===== config.mk =====
export PLATFORM = sky130hd
export DESIGN_NAME = add_seq_ctrl
export DESIGN_NICKNAME = d
export VERILOG_FILES = /design/src/rtl/add_seq_ctrl_pkg.sv /design/src/rtl/add_seq_ctrl_slice.sv /design/src/rtl/add_seq_ctrl.sv
export SDC_FILE = /design/constraint.sdc
export NUM_CORES = 1
export LEC_CHECK = 0
export CAP_MARGIN = 15
export CORE_MARGIN = 1
export CORE_UTILIZATION = 54
export DETAILED_ROUTE_END_ITERATION = 8
export GPL_ROUTABILITY_DRIVEN = 0
export GPL_TIMING_DRIVEN = 0
export PLACE_DENSITY = 0.85
export SKIP_LAST_GASP = 1
export SLEW_MARGIN = 30
export SYNTH_ARGS = -nofsm -noshare
export SYNTH_HDL_FRONTEND = slang
export SYNTH_SLANG_ARGS = --single-unit
export TNS_END_PERCENT = 50

===== constraint.sdc =====
create_clock -name clk -period 5.5 [get_ports clk]
set_clock_uncertainty 0.05 [all_clocks]
set_input_delay 1.1 -clock clk [delete_from_list [all_inputs] [get_ports clk]]
set_output_delay 1.1 -clock clk [all_outputs]
set_load 0.01 [all_outputs]

===== src/rtl/add_seq_ctrl_pkg.sv =====
// Shared constants for the chunked wide-add sequencer.
// Slice width and controller state encodings.
package add_seq_ctrl_pkg;

   localparam int NBIT = 8;

   typedef enum logic [1:0] {
      ST_IDLE = 2'd0,
      ST_RUN  = 2'd1,
      ST_DONE = 2'd2
   } state_t;

endpackage


===== src/rtl/add_seq_ctrl_slice.sv =====
// One NBIT-wide adder slice with carry in and carry out.
// Purely combinational; shared by every chunk of the sequencer.
module add_slice_cin
   import add_seq_ctrl_pkg::*;
(
   input  logic [NBIT-1:0] a,
   input  logic [NBIT-1:0] b,
   input  logic            cin,
   output logic [NBIT-1:0] s,
   output logic            cout
);

   logic [NBIT:0] t;

   assign t = {1'b0, a} + {1'b0, b} + {{NBIT{1'b0}}, cin};
   assign {cout, s} = t;

endmodule


===== src/rtl/add_seq_ctrl.sv =====
// Wide adder sequencer: one NBIT chunk per cycle, LSB first,
// through a single shared slice, with valid/ready on both sides.
module add_seq_ctrl
   import add_seq_ctrl_pkg::*;
#(
   parameter int NCHUNK = 4
) (
   input  logic                   clk,
   input  logic                   rst_n,
   input  logic                   in_valid,
   output logic                   in_ready,
   input  logic [NCHUNK*NBIT-1:0] a,
   input  logic [NCHUNK*NBIT-1:0] b,
   input  logic                   cin,
   output logic                   out_valid,
   input  logic                   out_ready,
   output logic [NCHUNK*NBIT-1:0] sum,
   output logic                   cout,
   output logic                   busy
);

   localparam int CW = $clog2(NCHUNK);
   localparam int W  = NCHUNK * NBIT;
   localparam logic [CW-1:0] LAST = CW'(NCHUNK - 1);

   state_t          state;
   logic [CW-1:0]   idx;
   logic            carry;
   logic [W-1:0]    a_q;
   logic [W-1:0]    b_q;
   logic [NBIT-1:0] sl_a;
   logic [NBIT-1:0] sl_b;
   logic [NBIT-1:0] sl_s;
   logic            sl_co;

   assign sl_a = a_q[idx*NBIT +: NBIT];
   assign sl_b = b_q[idx*NBIT +: NBIT];

   add_slice_cin u_slice (
      .a    (sl_a),
      .b    (sl_b),
      .cin  (carry),
      .s    (sl_s),
      .cout (sl_co)
   );

   assign in_ready = (state == ST_IDLE);
   assign busy     = (state == ST_RUN) || (state == ST_DONE);

   always_ff @(posedge clk or negedge rst_n) begin
      if (!rst_n) begin
         state     <= ST_IDLE;
         idx       <= '0;
         carry     <= 1'b0;
         a_q       <= '0;
         b_q       <= '0;
         sum       <= '0;
         cout      <= 1'b0;
         out_valid <= 1'b0;
      end else begin
         case (state)
            ST_IDLE: begin
               if (in_valid) begin
                  a_q   <= a;
                  b_q   <= b;
                  carry <= cin;
                  idx   <= '0;
                  state <= ST_RUN;
               end
            end
            ST_RUN: begin
               sum[idx*NBIT +: NBIT] <= sl_s;
               carry <= sl_co;
               idx   <= idx + CW'(1);
               if (idx == LAST) begin
                  cout      <= sl_co;
                  out_valid <= 1'b1;
                  state     <= ST_DONE;
               end
            end
            ST_DONE: begin
               if (out_ready) begin
                  out_valid <= 1'b0;
                  state     <= ST_IDLE;
               end
            end
            default: begin
               out_valid <= 1'b0;
               state     <= ST_IDLE;
            end
         endcase
      end
   end

endmodule


# Yosys cells after proc, flatten, opt, wreduce, memory -nomap -nowiden
# Index checks and enable logic that the tools add are counted.
# classes
add_sub_neg	4
eq_ne	6
shift	4
mux	12
n_bitwise	1
n_reduce_logical	8
# op_table
cell	count
variable part select 32 x 6 -> 8 bit	2
negator 5 -> 34 bit	1
variable shift 8 x 34 -> 32 bit, first input constant	1
variable part select 8 x 34 -> 32 bit	1
bitwise mux 32 bit	1
adder 8 x 8 -> 9 bit	1
adder 9 x 1 -> 9 bit	1
2-to-1 mux 2 bit	4
one-hot mux 2 bit (3 select lines)	1
AND reduction 2 bit	3
AND reduction 3 bit	2
equality test 2 bit, second input constant	2
!= test 2 bit, second input constant	2
one-hot mux 2 bit (2 select lines)	1
2-to-1 mux 1 bit	3
one-hot mux 1 bit (3 select lines)	1
adder 2 x 1 -> 2 bit, second input constant	1
equality test 2 x 1 -> 1 bit, second input constant	1
zero test 2 bit	1
!= test 2 x 1 -> 1 bit, second input constant	1
one-hot mux 1 bit (2 select lines)	1
nonzero test 2 bit	1
logical OR 1 bit	1
NOT 1 bit	1
# word_totals
regBits	103
in_bits	69
output_inout_bits	36
wordCells	43

# Logic depth before layout (Yosys ltp)
# Gate-level depths: netlist (run 1).
# depth
depth_word	5
mapped_depth	9
depth_no_buf	8

# Modules after synthesis
# Synthesis (run 1) repeated with hierarchy kept, for this count alone.
# hier_totals
hier_cells	323
hier_area_um2	4738.3
# modules_own_cells
mod	instances	cells_per_inst	area_per_inst_um2	seq_area_each_um2
add_seq_ctrl	1	283	4406.7	2577.5
add_slice_cin	1	40	331.6	0.0

# Least setup slack after synthesis (run 1)
# OpenSTA, ideal clock, no wires.
# synth_path
path_type	flip-flop to flip-flop
start	register idx[0]
end	register carry
setup_time_ps	130
t_arrival_ps	2806
t_required_ps	5320
path_slack_ps	2515
stages_incl_launch_ff	10
n_path_buf	1
synth_period_minus_slack_ps	2985
path_cell_list	dfrtp_1 buf_4 mux4_2 fa_1 fa_1 a21o_1 a221oi_2 o21bai_1 a21oi_1 a31oi_1
# synth_via
elab_chain_cells	4
elab_cells_between_ends	5
cone_classes	add/sub (2); shift (2); mux (1)
# synth_lines
element	line	source
start: declaration	add_seq_ctrl.sv:27	logic [CW-1:0] idx;
start signal: assignment	add_seq_ctrl.sv:74	idx <= idx + CW'(1);
variable part select 32 x 6 -> 8 bit, on equally long branches	add_seq_ctrl.sv:36, add_seq_ctrl.sv:37	
adder 8 x 8 -> 9 bit *	add_seq_ctrl_slice.sv:15	assign t = {1'b0, a} + {1'b0, b} + {{NBIT{1'b0}}, cin};
adder 9 x 1 -> 9 bit *	add_seq_ctrl_slice.sv:15	
one-hot mux 1 bit (2 select lines) *	add_seq_ctrl.sv:61	case (state)
end signal: assignment	add_seq_ctrl.sv:66	carry <= cin;
end signal: assignment	add_seq_ctrl.sv:73	carry <= sl_co;
end: declaration	add_seq_ctrl.sv:28	logic carry;
# Mark *: on every way between the ends. The rest lies on a longest branch, timed or not.
# A chain may end at the register's enable or synchronous reset.

# Worst setup path in the final report (run 1)
# Same ends and word-level chain as after synthesis.

==> flow_summary_export.csv, run 1 <==
group,metric,value,unit
routing,dr.pass1.iters,4,
cts,cts.sinks,103,
logic_synthesis,syn_avg_cell_area,15.32,um2
die,rows,33,
sta,final.period_utilization,63.30,%
logic_synthesis,yosysWarnings,0,
routing,totalWireLength,10100,um
global_routing,grt_pass1_vias,3225,
routing,drtIter0Drc,129,
routing,viasPerCell,5.763,
min_path,hp-start,"b_q[20]",
worst_setup_path,endpoint_kind,"flop",
placement,hpwl,7545,um
die,initial_core_util,56.48,%
cells_and_area,layout_common_cells,"103 x dfrtp_1, 103 x clkdlybuf4s50_1, 66 x mux2_2",
routing,remaining_drc_errors,0,
cts,cts_inserted_buffers,9,
routing,drtAntennaViolNets,0,
sta,whs,0.4583,ns
worst_setup_path,cp_max_fo,10,
pwr,powerDensity,616.7,nW/um2
global_routing,grt_max_degree,55,
status,status,"finished clean",
global_routing,grt_util_all_layers,24.69,%
logic_synthesis,synthDistinctLibCells,34,
logic_synthesis,synth_seq_cells,103,
worst_setup_path,rr_endpoint,"carry",
cells_and_area,drive_above_1_share,27.63,%
logic_synthesis,synth_cells,306,
worst_setup_path,crit_type,"reg2reg",
cts,h-tree-depth,3,
routing,wl_per_cell,18.98,um
cells_and_area,syn2layout_area_growth,30.09,%
cells_and_area,fin_util,73.47,%
cts,ctsResizeCount,0,
worst_setup_path,arrival,3.68,ns
worst_setup_path,r2r_slack,2.02,ns
sta,setup_violations,0,
logic_synthesis,synth.top_cell.area_share,54.99,%
cells_and_area,antennaDiodeCount,0,
cts,postCtsSetupRepairBufs,0,
sta,rsz0062_at_grt,"false",
worst_setup_path,reg2reg_from,"idx[0]",
logic_synthesis,ys_seq_area_share,54.99,%
cts,cts_buffer_depth,2,
die,io_pins,105,
routing,vias,3066,
worst_setup_path,start_kind,"flop",
logic_synthesis,synthTopCellsByArea,"dfrtp_1 55%, mux2_2 16%, mux4_2 7.7%",
pwr,p_leak,2.605,nW
die,die_area,9056,um2
placement,port_buffers,104,
placement,dpl_worst_slack,2.090,ns
global_routing,antenna_found_initial,0,
cts,clk_pin_slew_worst_paths,0.10,ns
logic_synthesis,synth_nets,393,
sta,max_slew_margin,58.81,%
sta,fmax,287.2,MHz
run,drv_cap,0,
cts,clk_latency,0.37,ns
die,coreArea,8299,um2
worst_setup_path,crit_path_start,"idx[0]",
cells_and_area,fillers,572,
worst_setup_path,crit_required,5.69,ns
global_routing,grt_overflow,0,
global_routing,grt_pass1_wl,16360,um
sta,fin_crit,3.482,ns
worst_setup_path,endpoint,"carry",
logic_synthesis,yosys.area.top_type,"dfrtp_1",
min_path,hold_class,"reg2reg",
cts,cts_tree,"built",
cts,ctsHoldBuffers,0,
cells_and_area,fin_nets,509,
sta,tightest_slew,0.6178,ns
sta,fin_ws,2.018,ns
cts,cts_root_buf,"clkbuf_8",
pwr,ir_drop,306.5,uV
sta,hold_viol,0,
worst_setup_path,r2r_cells,9,
sta,slew_violations,0,
die,fp.dieH,95.17,um
logic_synthesis,synth_area,4687,um2
die,die_w,95.17,um
[worst max-delay path, stage by stage, from the launching register on]
cell	delay (ns)
dfrtp_1	0.46
buf_4	0.29
mux4_2	0.58
fa_1	0.47
fa_1	0.43
a21o_1	0.22
a221oi_2	0.31
o21bai_1	0.11
a21oi_1	0.30
a31oi_1	0.13
[through the flow]
step / instances / total power [mW] / setup TNS (ns) / area [um2]
global route: 532 / 4.000 / 0 / 6097
finish: 532 / 3.760 / 0 / 6097
detailed placement: 516 / 3.261 / 0 / 5888
global placement: 515 / 3.170 / -41.57 / 5859
CTS: 532 / 3.770 / 0 / 6097
floorplan: 306 / 2.640 / 0 / 4687
[layer usage]
layer  vias to the layer above  routed length [um]  GRT usage [%]
met2                       101                5159          41.61
met4                         0                 144          7.197
met3                        14                 446          4.466
met1                      1560                4350          32.79
met5                         -                   0              0
li1                       1391                   -              -
[flip-flops by register name, indices dropped and copies added (netlist names)]
register and cells:
a_q 32, b_q 32, sum 32, idx 2
state 2, carry 1, cout 1, out_valid 1
[worst min path at each step]
stage                     cells past startpoint      end
final                                         1  b_q[20]
after global routing                          1  sum[29]
after CTS                                     1  b_q[20]
after detailed placement                      1  b_q[20]
after global placement                        1  b_q[29]
after floorplan                               1  a_q[18]
[cells by family after synthesis]
family / count (synthesis) / synth area share (%)
xor+xnor: 5 / 0.9345
buf+inv: 21 / 2.109
flops: 103 / 54.99
mux: 82 / 23.55
compound gates: 56 / 9.530
fa+ha+maj: 18 / 5.125
simple gates: 21 / 3.764
[power breakdown]
group / switching, mW / internal [mW]
Combinational: 1.01 / 0.993
Clock: 0.260 / 0.237
Sequential: 0.175 / 1.08
Total: 1.45 / 2.31
[layout make-up]
cell class / instances / area (um2) / share of cell area [%]
plain buffers: 13 / 68.82 / 1.129
clock inverters: 4 / 53.80 / 0.8824
flip-flops and latches: 103 / 2577 / 42.27
repair buffers: 105 / 1070 / 17.55
multi-input cells: 182 / 2011 / 32.98
well taps: 105 / 131.4 / 2.155
clock buffers: 12 / 155.1 / 2.545
inverters: 8 / 30.03 / 0.4925
[cell usage after synthesis]
| master | n |
|---|---|
| xor2_1 | 2 |
| nand3_1 | 2 |
| o22ai_1 | 1 |
| a211oi_1 | 1 |
| xnor2_1 | 3 |
| dfrtp_1 | 103 |
| inv_1 | 8 |
| o21ai_0 | 2 |
| nand2_1 | 8 |
| nand2b_1 | 1 |
| nand2_2 | 2 |
| nand4b_1 | 1 |
| and3_1 | 1 |
| mux4_2 | 16 |
| o22a_1 | 1 |
| mux2_2 | 66 |
| fa_1 | 2 |
| a32o_1 | 1 |
| a22oi_1 | 1 |
| a21o_1 | 3 |
| a22o_1 | 32 |
| a31oi_1 | 3 |
| buf_1 | 1 |
| a21oi_1 | 6 |
| o211ai_1 | 2 |
| ha_1 | 16 |
| buf_4 | 2 |
| o21bai_1 | 2 |
| nor4_4 | 1 |
| buf_2 | 10 |
| nor2_1 | 1 |
| a221oi_2 | 1 |
| nor4b_4 | 3 |
| nor2b_1 | 1 |
No activity file was read; power rests on OpenSTA's default activity.
==> run 2, diff against run 1 <==
CORE_UTILIZATION = 50   (was 54)
PLACE_DENSITY = 0.79   (was 0.85)
clock period = 3.61 ns   (was 5.5 ns; I/O delays follow)
==> flow_summary_export.csv, run 2 (synthesized netlist as in run 1, its figures left out) <==
group,metric,value,unit
worst_setup_path,r2r_cells,9,
routing,drtAntennaViolNets,0,
min_path,hold_class,"in2async",
global_routing,antenna_found_initial,0,
placement,post_dp_cell_area,5892,um2
routing,totalWireLength,9949,um
global_routing,grt_pass1_wl,16450,um
cells_and_area,multi_input_area,2011,um2
die,die_area,9765,um2
worst_setup_path,start_kind,"flop",
pwr,net-switching-power,2.165,mW
worst_setup_path,arrival,3.59,ns
routing,viasPerCell,5.627,
die,coreArea,8891,um2
cts,cts_root_buf,"clkbuf_8",
cts,cts_inserted_buffers,9,
sta,tightest_slew,0.6688,ns
pwr,finalPower,5.657,mW
sta,fin_crit,3.397,ns
cells_and_area,regArea,2577,um2
pwr,p_leak,2.594,nW
cells_and_area,design_area,6078,um2
sta,setup_violations,0,
pwr,p_comb_share,53.8,%
pwr,pwr-share-clk,12.4,%
status,status,"finished clean",
die,fp.dieH,98.82,um
cts,h-tree-depth,3,
die,io_pins,105,
global_routing,grt_max_degree,54,
cells_and_area,fillers,638,
die,rows,34,
global_routing,grt_overflow,0,
cts,ctsResizeCount,0,
cts,ctsHoldBuffers,0,
cts,cts_tree,"built",
routing,dr.pass1.iters,4,
sta,fmax,294.4,MHz
sta,rsz0062_at_grt,"false",
routing,remaining_drc_errors,0,
cells_and_area,layout_common_cells,"103 x dfrtp_1, 103 x clkdlybuf4s50_1, 66 x mux2_2",
routing,vias,2999,
sta,final.period_utilization,94.10,%
cells_and_area,fin_util,68.36,%
worst_setup_path,cp_max_fo,10,
worst_setup_path,rr_endpoint,"carry",
placement,port_buffers,104,
placement,hpwl,7574,um
routing,drtIter0Drc,48,
die,initial_core_util,52.72,%
global_routing,grt_pass1_vias,3256,
pwr,seqPwrFrac,33.8,%
worst_setup_path,endpoint_kind,"flop",
pwr,p_int,3.492,mW
sta,max_slew_margin,55.41,%
worst_setup_path,crit_required,3.80,ns
cells_and_area,fin_nets,509,
worst_setup_path,crit_type,"reg2reg",
cells_and_area,reg_top3,"a_q x32, b_q x32, sum x32",
cts,clk_latency,0.36,ns
die,die_w,98.82,um
routing,wl_per_cell,18.67,um
pwr,ir_drop,478.0,uV
run,drv_cap,0,
global_routing,grt_util_all_layers,22.24,%
cells_and_area,syn2layout_area_growth,29.69,%
worst_setup_path,reg2reg_from,"idx[0]",
pwr,swShare,38.28,%
sta,hold_viol,0,
cells_and_area,drive_above_1_share,27.29,%
pwr,powerDensity,930.7,nW/um2
cts,postCtsSetupRepairBufs,0,
cts,cts_buffer_depth,2,
cells_and_area,antennaDiodeCount,0,
cts,cts.sinks,103,
worst_setup_path,r2r_slack,0.21,ns
sta,slew_violations,0,
cts,clk_pin_slew_worst_paths,0.10,ns
==> run 2: changes by cell type in the layout (fill, tap and decap cells not counted) <==
cell      before  now
clkbuf_8      11   10
clkinv_4       1    0
==> run 2: how the worst max path moves through the flow <==
stage	start	end	slack, ns	cells past startpoint
after global routing	idx[0]	cout	0.02	9
after CTS	idx[0]	cout	0.19	9
after global placement	rst_n	b_q[20]	-1.95	1
after floorplan	idx[0]	carry	0.62	9
final	idx[0]	carry	0.21	9
after detailed placement	idx[0]	cout	0.21	9
==> run 2: per-stage QoR <==
step	worst slack (ns)	setup TNS, ns	std cells	hold WS [ns]
finish	0.2131	0	533	0.2347
global route	0.02146	0	533	0.2654
detailed placement	0.2063	0	519	0.4395
floorplan	0.6245	0	306	0.3764
CTS	0.1887	0	533	0.2383
global placement	-1.954	-200.86	518	0.4324
==> run 2: critical path: stages (launching register included) <==
cell and delay (ns):
dfrtp_1 0.43, buf_4 0.28, mux4_2 0.56, fa_1 0.47, fa_1 0.42, a21o_1 0.22, a221oi_2 0.28, o21bai_1 0.12
a21oi_1 0.31, a31oi_1 0.13
==> run 2: layout make-up <==
type / count / area share [%]
timing repair buffer: 105 / 17.60
clock inverter: 3 / 0.7410
multi-input combinational: 182 / 33.08
buffer: 13 / 1.132
inverter: 8 / 0.4940
sequential: 103 / 42.40
clock buffer: 11 / 2.326
tap: 108 / 2.223
==> run 2: power groups by stage <==
stage               combinational [mW]  clock (mW)  sequential [mW]
CTS                               3.06       0.717             1.91
floorplan                         2.13           0             1.89
detailed placement                3.05           0             1.94
global route                      3.30       0.762             1.98
finish                            3.04       0.702             1.91
global placement                  2.95           0             1.91
==> run 2: metal layers <==
| layer | track usage [%] | vias to the layer above | wire length [um] |
|---|---|---|---|
| li1 | - | 1387 | - |
| met1 | 28.82 | 1503 | 4418 |
| met2 | 37.55 | 96 | 4903 |
| met3 | 3.972 | 13 | 465 |
| met4 | 8.381 | 0 | 162 |
| met5 | 0 | - | 0 |
==> run 3, diff against run 2 <==
CTS_CLUSTER_DIAMETER = 100   (was not set)
==> results of run 3 <==
Final layout, timing and power as in run 2 (identical DEF).
